**config.mk**
```make
export PLATFORM = sky130hd
export DESIGN_NAME = muldiv_unit_flat
export DESIGN_NICKNAME = d
export VERILOG_FILES = /design/src/rtl/muldiv_unit_if.sv /design/src/rtl/muldiv_unit.sv /design/src/flat_wrapper.sv
export SDC_FILE = /design/constraint.sdc
export NUM_CORES = 1
export LEC_CHECK = 0
export ABC_AREA = 1
export CAP_MARGIN = 25
export CORE_ASPECT_RATIO = 2
export CORE_MARGIN = 2
export CORE_UTILIZATION = 45
export DETAILED_ROUTE_END_ITERATION = 8
export PLACE_DENSITY = 0.76
export SKIP_LAST_GASP = 1
export SYNTH_ARGS = -nofsm -noshare
export SYNTH_HDL_FRONTEND = slang
export SYNTH_SLANG_ARGS = --single-unit
```
**constraint.sdc**
```tcl
create_clock -name clk -period 8.35 [get_ports clk]
set_clock_uncertainty 0.1 [all_clocks]
set_input_delay 1.67 -clock clk [delete_from_list [all_inputs] [get_ports clk]]
set_output_delay 1.67 -clock clk [all_outputs]
set_load 0.01 [all_outputs]
```
**src/rtl/muldiv_unit_if.sv**
```systemverilog
// Operand/result bundle between the EX stage and the multiply/divide unit.
// The pipeline side drives the request; the unit returns status and the HI/LO registers.
interface muldiv_unit_if #(
    parameter int WORD_WIDTH = 32
);
    logic                  start;
    logic [2:0]            op;
    logic [WORD_WIDTH-1:0] inA;
    logic [WORD_WIDTH-1:0] inB;
    logic                  flush;
    logic                  busy;
    logic                  done;
    logic [WORD_WIDTH-1:0] hi;
    logic [WORD_WIDTH-1:0] lo;

    modport master (
        output start, op, inA, inB, flush,
        input  busy, done, hi, lo
    );

    modport slave (
        input  start, op, inA, inB, flush,
        output busy, done, hi, lo
    );
endinterface

```
**src/rtl/muldiv_unit.sv**
```systemverilog
// Iterative MULT/MULTU/DIV/DIVU unit owning the architectural HI/LO registers.
// Magnitudes are processed one bit per cycle; signs are re-applied in a single fix-up cycle.
module muldiv_unit #(
    parameter int WORD_WIDTH = 32
) (
    input  logic            clk,
    input  logic            rst,
    muldiv_unit_if.slave    bus
);
    localparam int W  = WORD_WIDTH;
    localparam int CW = (W > 1) ? $clog2(W) : 1;

    typedef enum logic [1:0] {
        IDLE = 2'd0,
        CALC = 2'd1,
        FIX  = 2'd2
    } state_t;

    typedef enum logic [2:0] {
        OP_NOP   = 3'd0,
        OP_MULT  = 3'd1,
        OP_MULTU = 3'd2,
        OP_DIV   = 3'd3,
        OP_DIVU  = 3'd4,
        OP_MTHI  = 3'd5,
        OP_MTLO  = 3'd6
    } op_t;

    state_t          state;
    logic [CW-1:0]   counter;
    logic            busy_q;
    logic            done_q;
    logic [W-1:0]    hi_q;
    logic [W-1:0]    lo_q;

    // Datapath: accumulator, step operand and the latched operation attributes.
    logic [2*W-1:0]  acc;
    logic [W-1:0]    opb;
    logic [W-1:0]    raw_a;
    logic            is_div;
    logic            neg_q;
    logic            neg_r;

    op_t             op_in;
    logic            op_signed;
    logic            op_div;
    logic            a_neg;
    logic            b_neg;
    logic [W-1:0]    a_abs;
    logic [W-1:0]    b_abs;
    logic [W:0]      mul_sum;
    logic [W:0]      rem_sh;
    logic [W:0]      rem_diff;
    logic [2*W-1:0]  acc_next;
    logic [2*W-1:0]  prod_fix;
    logic [W-1:0]    quot_fix;
    logic [W-1:0]    rem_fix;

    // NOTE: every always_comb output gets a default first so no path can infer a latch.
    always_comb begin
        op_in     = op_t'(bus.op);
        op_signed = (op_in == OP_MULT) || (op_in == OP_DIV);
        op_div    = (op_in == OP_DIV)  || (op_in == OP_DIVU);
        a_neg     = op_signed & bus.inA[W-1];
        b_neg     = op_signed & bus.inB[W-1];
        a_abs     = a_neg ? -bus.inA : bus.inA;
        b_abs     = b_neg ? -bus.inB : bus.inB;

        mul_sum   = {1'b0, acc[2*W-1:W]} + (acc[0] ? {1'b0, opb} : {(W+1){1'b0}});
        rem_sh    = {acc[2*W-1:W], acc[W-1]};
        rem_diff  = rem_sh - {1'b0, opb};

        acc_next  = acc;
        if (is_div) begin
            // Restoring step: keep the trial difference only when it did not borrow.
            if (rem_diff[W])
                acc_next = {rem_sh[W-1:0], acc[W-2:0], 1'b0};
            else
                acc_next = {rem_diff[W-1:0], acc[W-2:0], 1'b1};
        end else begin
            acc_next = {mul_sum, acc[W-1:1]};
        end

        prod_fix  = neg_q ? -acc : acc;
        quot_fix  = neg_q ? -acc[W-1:0] : acc[W-1:0];
        rem_fix   = neg_r ? -acc[2*W-1:W] : acc[2*W-1:W];
    end

    // NOTE: state is assigned with <= only, so every register samples pre-edge values.
    always_ff @(posedge clk) begin
        if (rst) begin
            // NOTE: acc/opb/raw_a and the sign flags are left unreset; they are rewritten on every accepted start.
            state   <= IDLE;
            counter <= '0;
            busy_q  <= 1'b0;
            done_q  <= 1'b0;
            hi_q    <= '0;
            lo_q    <= '0;
        end else begin
            done_q <= 1'b0;
            case (state)
                IDLE: begin
                    if (bus.start && !bus.flush) begin
                        case (op_in)
                            OP_MULT, OP_MULTU, OP_DIV, OP_DIVU: begin
                                is_div  <= op_div;
                                neg_q   <= a_neg ^ b_neg;
                                neg_r   <= a_neg;
                                raw_a   <= bus.inA;
                                opb     <= op_div ? b_abs : a_abs;
                                acc     <= {{W{1'b0}}, (op_div ? a_abs : b_abs)};
                                counter <= '0;
                                busy_q  <= 1'b1;
                                state   <= CALC;
                            end
                            OP_MTHI: hi_q <= bus.inA;
                            OP_MTLO: lo_q <= bus.inA;
                            default: ;
                        endcase
                    end
                end
                CALC: begin
                    if (bus.flush) begin
                        busy_q <= 1'b0;
                        state  <= IDLE;
                    end else begin
                        acc     <= acc_next;
                        counter <= counter + CW'(1);
                        if (counter == CW'(W - 1))
                            state <= FIX;
                    end
                end
                FIX: begin
                    busy_q <= 1'b0;
                    state  <= IDLE;
                    if (!bus.flush) begin
                        done_q <= 1'b1;
                        if (!is_div) begin
                            hi_q <= prod_fix[2*W-1:W];
                            lo_q <= prod_fix[W-1:0];
                        end else if (opb == '0) begin
                            hi_q <= raw_a;
                            lo_q <= '1;
                        end else begin
                            hi_q <= rem_fix;
                            lo_q <= quot_fix;
                        end
                    end
                end
                default: begin
                    busy_q <= 1'b0;
                    state  <= IDLE;
                end
            endcase
        end
    end

    assign bus.busy = busy_q;
    assign bus.done = done_q;
    assign bus.hi   = hi_q;
    assign bus.lo   = lo_q;
endmodule
```
**src/flat_wrapper.sv**
```systemverilog
// flat-port wrapper written by rule: the top's interface ports become plain ports
module muldiv_unit_flat 
#(
    parameter int WORD_WIDTH = 32
)
  (clk, rst, bus_start, bus_op, bus_inA, bus_inB, bus_flush, bus_busy, bus_done, bus_hi, bus_lo);
  muldiv_unit_if #(.WORD_WIDTH(WORD_WIDTH)) bus_i ();
  input  logic clk;
  input  logic rst;
  input wire logic [$bits(bus_i.start)-1:0] bus_start;
  input wire logic [$bits(bus_i.op)-1:0] bus_op;
  input wire logic [$bits(bus_i.inA)-1:0] bus_inA;
  input wire logic [$bits(bus_i.inB)-1:0] bus_inB;
  input wire logic [$bits(bus_i.flush)-1:0] bus_flush;
  output wire logic [$bits(bus_i.busy)-1:0] bus_busy;
  output wire logic [$bits(bus_i.done)-1:0] bus_done;
  output wire logic [$bits(bus_i.hi)-1:0] bus_hi;
  output wire logic [$bits(bus_i.lo)-1:0] bus_lo;
  assign bus_i.start = bus_start;
  assign bus_i.op = bus_op;
  assign bus_i.inA = bus_inA;
  assign bus_i.inB = bus_inB;
  assign bus_i.flush = bus_flush;
  assign bus_busy = bus_i.busy;
  assign bus_done = bus_i.done;
  assign bus_hi = bus_i.hi;
  assign bus_lo = bus_i.lo;
  muldiv_unit #(.WORD_WIDTH(WORD_WIDTH)) u_core (.clk(clk), .rst(rst), .bus(bus_i));
endmodule
```
; After elaboration in Yosys (flattened, before gate mapping)
; Index checks and enable logic that the tools add are counted.
[classes]
reduce_logical = 17
eq_ne = 17
bitwise = 5
muxes = 40
add_sub_neg = 8
[ops]
columns = op, n
row1 = 32-bit 2-to-1 mux, 17
row2 = 64-bit 2-to-1 mux, 6
row3 = 32-bit negator, 4
row4 = 32-bit one-hot mux with 2 select lines, 2
row5 = 64-bit one-hot mux with 2 select lines, 1
row6 = 64-bit negator, 1
row7 = 32-bit by 33-bit adder with 33-bit output, 1
row8 = 33-bit by 32-bit subtractor with 33-bit output, 1
row9 = 32-bit zero test, 1
row10 = 4-bit AND reduction, 4
row11 = 5-bit 2-to-1 mux, 3
row12 = 2-bit inequality test (second input constant), 6
row13 = 5-bit one-hot mux with 2 select lines, 1
row14 = 3-bit equality test (second input constant), 3
row15 = 2-bit 2-to-1 mux, 4
row16 = 3-bit by 2-bit equality test with 1-bit output (second input constant), 2
row17 = 3-bit AND reduction, 2
row18 = 5-bit by 1-bit adder with 5-bit output (second input constant), 1
row19 = 5-bit equality test (second input constant), 1
row20 = 5-bit AND reduction, 1
row21 = 1-bit 2-to-1 mux, 4
row22 = 2-bit one-hot mux with 2 select lines, 1
row23 = 2-bit nonzero test, 2
row24 = 4-bit OR reduction, 1
row25 = 14 further kinds, 17
[word_totals]
reg_bits = 204
out_inout_bits = 66
input_bits = 71
word_cells = 99

; Longest topological paths before layout
[depth]
depth_word = 8
depth_mapped = 19
depth_no_buf = 18

; Least setup slack after synthesis
; Ideal clock, no wire load.
[synth_path]
path_kind = input-to-reg
from = input port bus_op[0]
to = register u_core.is_div, enable pin
required_ns = 7.675
path_slack_ns = 1.115
arrival_time_ns = 6.560
n_path_buf = 0
stages = 5
setup_ns = 0.575
cell_sequence = inv_1 nand2_1 o21ai_0 nor2_1 nor3_1
[synth_between]
elab_chain_len = 3
word_cells_on_any_way = 6
cone_classes = eq/ne (4) / reduce/logical (2)
[synth_rtl]
columns = item, line
row1 = "start, declared", flat_wrapper.sv:11  ; input wire logic [$bits(bus_i.op)-1:0] bus_op;
row2 = "3-bit by 2-bit equality test with 1-bit output, or another cell as far along", muldiv_unit.sv:104  ; case (op_in)
row3 = 4-bit OR reduction *, muldiv_unit.sv:104
row4 = 4-bit AND reduction (no line) *, -
row5 = "end signal, assigned", muldiv_unit.sv:106  ; is_div <= op_div;
row6 = "end, declared", muldiv_unit.sv:40  ; logic is_div;
; Every way passes the cells marked *; elsewhere a longest branch is shown, timed or not.
; A chain may end at the register's enable or synchronous reset.

; Worst setup path in the final report
[layout_path]
from = input port bus_op[0]
to = register u_core.acc[17], data pin
[layout_between]
elab_chain_len = 8
word_cells_on_any_way = 13
cone_classes = eq/ne (3) / mux (6) / bitwise (2) / reduce/logical (2)
[layout_rtl]
columns = item, line
row1 = 3-bit by 1-bit equality test with 1-bit output or 3-bit by 2-bit equality test with 1-bit output (tied branches), "muldiv_unit.sv:62, muldiv_unit.sv:63"
row2 = 1-bit logical OR, muldiv_unit.sv:62  ; op_signed = (op_in == OP_MULT) || (op_in == OP_DIV);
row3 = 1-bit bitwise AND (on tied branches), "muldiv_unit.sv:65, muldiv_unit.sv:64"
row4 = 32-bit 2-to-1 mux (on tied branches), "muldiv_unit.sv:67, muldiv_unit.sv:66"
row5 = 32-bit 2-to-1 mux *, muldiv_unit.sv:111  ; acc <= {{W{1'b0}}, (op_div ? a_abs : b_abs)};
row6 = 64-bit 2-to-1 mux *, muldiv_unit.sv:104
row7 = 64-bit 2-to-1 mux *, muldiv_unit.sv:103  ; if (bus.start && !bus.flush) begin
row8 = 64-bit one-hot mux with 2 select lines *, muldiv_unit.sv:101  ; case (state)
row9 = "end signal, assigned", muldiv_unit.sv:111
row10 = "end signal, assigned", muldiv_unit.sv:127  ; acc <= acc_next;
row11 = "end, declared", muldiv_unit.sv:37  ; logic [2*W-1:0] acc;
; Every way passes the cells marked *; elsewhere a longest branch is shown, timed or not. The select of a mux whose other input is x is not followed.

==> results.sh <==
export IMPL_hpwl_mm=66.4
export IMPL_worstHoldStart="u_core.counter[4]"
export IMPL_io_pin_count=137
export IMPL_cts_sinks=204
export IMPL_cts_buffers=21
export IMPL_cts_tree="done"
export IMPL_cellPowerDensity_mw_per_mm2=123
export IMPL_die_h_um=299
export IMPL_syn_num_nets=3372
export IMPL_ys_async_sr_fraction_pct=0
export IMPL_gp_congestion=1.04
export IMPL_start_util_pct=45.3
export IMPL_ys_types=51
export IMPL_drv_cap=0
export IMPL_critPathCaptureType="flip-flop"
export IMPL_tightest_slew_ns=1.14
export IMPL_irDropWorstVdd_uv=113
export IMPL_cts_setup_buffers=0
export IMPL_grt_max_degree=90
export IMPL_reg2reg_slack_ns=4.40
export IMPL_grtUsageTotal_pct=36.2
export IMPL_ys_warn_count=0
export IMPL_setup_viol=0
export IMPL_insertion_delay_ns=0.55
export IMPL_place_ws_ns=3.65
export IMPL_outcome="finished clean"
export IMPL_cp_max_fo=75
export IMPL_cts_root_buffer_cell="clkbuf_16"
export IMPL_rsz0062_at_grt="false"
export IMPL_synth_edf_count=131
export IMPL_drtPass1Iterations=6
export IMPL_cts_resized=0
export IMPL_drive_above_1_share_pct=3.41
export IMPL_dr_first_iter_drc_count=2635
export IMPL_synth_seq_cells=204
export IMPL_vias_per_cell=5.75
export IMPL_critPathArrivalTime_ns=4.40
export IMPL_synthTopCellsByArea="edfxtp_1 (20%), nand2_1 (18%), nor2_1 (8.1%), inv_1 (8.0%), dfxtp_1 (7.5%)"
export IMPL_critPathKind="input pin to flip-flop"
export IMPL_timing_slew_headroom_pct=23.9
export IMPL_grt_antenna_before_repair=0
export IMPL_area_growth_pct=12.4
export IMPL_avgSynthCellArea_um2=6.05
export IMPL_synth_top_cell_area_share_pct=20.1
export IMPL_crit_path_start_kind="input pin"
export IMPL_fp_row_count=108
export IMPL_netlist_area_mm2=0.0195
export IMPL_io_buffer_count=136
export IMPL_r2r_end="u_core.acc[0]"
export IMPL_p_leak_uw=0.0103
export IMPL_whs_endpoint="u_core.counter[4]"
export IMPL_cts_buffer_depth=3
export IMPL_final_max_slew_viol_count=0
export IMPL_synthFlopType="edfxtp_1"
export IMPL_htree_levels=1
export IMPL_min_path_cells=2
export IMPL_synth_yosys_seq_area_share_pct=27.6
export IMPL_dieWidth_um=151
export IMPL_coreArea_mm2=0.0431
export IMPL_drc=0
export IMPL_insertedDiodeCount=0
export IMPL_wl_per_cell_um=21.6
export IMPL_holdBufCountCts=0
export IMPL_totalWireLength_mm=83.6
export IMPL_fin_setup_tns_ns=0
export IMPL_yosysMostFrequentCell="nand2_1"
export IMPL_num_vias=22241
export IMPL_min_period_ns=4.21
export IMPL_grt_ovfl_total=0
export IMPL_yosysTopAreaCell="edfxtp_1"
export IMPL_syn_instance_count=3229
export IMPL_path_clk_slew_ns=0.07
export IMPL_crit_required_ns=8.54
export IMPL_fin_crit_sh_pct=50.4
export IMPL_hp_class="flip-flop to flip-flop"
export IMPL_fmax_ghz=0.237
export IMPL_r2r_start="u_core.acc[32]"
export IMPL_antenna_left=0
export IMPL_synth_common_cells="nand2_1 (960), nor2_1 (422), inv_1 (418)"
export IMPL_grt_pass1_wl_mm=123
export IMPL_fill_cells=4576
export IMPL_setup_slack_ns=4.14
export IMPL_die_area_mm2=0.0452
export IMPL_hold_violations=0
export IMPL_worstRegToRegCells=14
export IMPL_grt_pass1_vias=20042
export IMPL_final_nets=3444
## cell families after synthesis
logic type | synth area share [%]
adder cells (fa/ha/maj) | 4.69
flip-flops | 27.6
AND/OR/NAND/NOR | 38.0
multiplexers | 0.0513
AO/OA/AOI/OAI | 14.8
buffers and inverters | 10.7
XOR/XNOR | 4.08
## through the flow
stage	power (uW)	util, %	hold slack (ns)	instance area (um^2)	cells
final	2700	50.9	0.382	21900	3866
after global routing	2780	50.9	0.420	21900	3866
after CTS	2680	50.9	0.384	21900	3866
after detailed placement	1720	49.4	0.374	21300	3828
after global placement	1710	49.3	0.368	21300	3827
after floorplan	1490	-	0.354	19500	3229
## sequential cells by signal, indices dropped and copies added (netlist names)
register	cells
u_core.acc	64
u_core.bus.hi	32
u_core.bus.lo	32
u_core.opb	32
u_core.raw_a	32
u_core.counter	5
u_core.state	2
u_core.bus.busy	1
u_core.bus.done	1
u_core.is_div	1
u_core.neg_q	1
u_core.neg_r	1
## cells in the final DEF, fill, tap and decap left out, types with 8 or more instances in the layout
cell             Yosys  layout
nand2_1            960     960
nor2_1             422     421
inv_1              418     418
nand3_1            249     249
o21ai_0            233     233
a21oi_1            228     228
clkdlybuf4s50_1      0     136
edfxtp_1           131     131
xor2_1              83      83
dfxtp_1             73      73
ha_1                70      70
nand4_1             53      53
nor3_1              25      24
a31oi_1             21      21
clkbuf_16            0      21
buf_4                1      18
o211ai_1            16      16
nand3b_1            13      13
or2_2               11      11
nor2_2              10      10
nand2_2              9       9
inv_2                8       8
o21ai_1              9       8
xnor2_1              8       8
and2_1               8       8
a21o_1               8       8
## where the power goes
part	internal [uW]	total (uW)	switching, uW	leakage [uW]
Clock	518	989	471	0.000334
Combinational	187	558	371	0.00820
Sequential	1110	1150	39.6	0.00179
## worst max-delay path by stage
| stage | slack, ns | start | end |
|---|---|---|---|
| 3_5_place_dp | 3.65 | bus_op[0] | u_core.acc[17] |
| 4_1_cts | 4.20 | bus_op[0] | u_core.acc[17] |
| 5_1_grt | 3.88 | bus_op[0] | u_core.acc[17] |
| 6_report | 4.14 | bus_op[0] | u_core.acc[17] |
| 2_1_floorplan | 1.11 | bus_op[0] | u_core.is_div |
| 3_3_place_gp | 3.46 | bus_flush | u_core.bus.hi[5] |
## layout make-up
class / instances / area [um^2] / share of cell area, %
Inverter: 429 / 1610 / 7.34
Multi-Input combinational cell: 2490 / 12100 / 55.0
Clock inverter: 11 / 95.1 / 0.433
Clock buffer: 27 / 568 / 2.59
Tap cell: 550 / 688 / 3.14
Sequential cell: 204 / 5400 / 24.6
Timing Repair Buffer: 155 / 1520 / 6.94
## worst max-delay path: stages
cell and delay [ns]:
clkdlybuf4s50_1 0.46, inv_1 0.07, nor2_1 0.18, inv_2 0.17, o21ai_4 0.15, buf_4 0.60
inv_2 0.57, nand3_1 0.22, o21ai_0 0.10, nand2_1 0.10, nand2_1 0.06
## metal layers
layer	wire (um)	up-vias	global-route usage, %
met3	7140	229	4.29
met2	36800	1250	56.0
met1	32800	10160	47.3
li1	-	10602	-
met5	0	-	0
met4	6870	0	23.4
(Power assumes the default switching activity.)
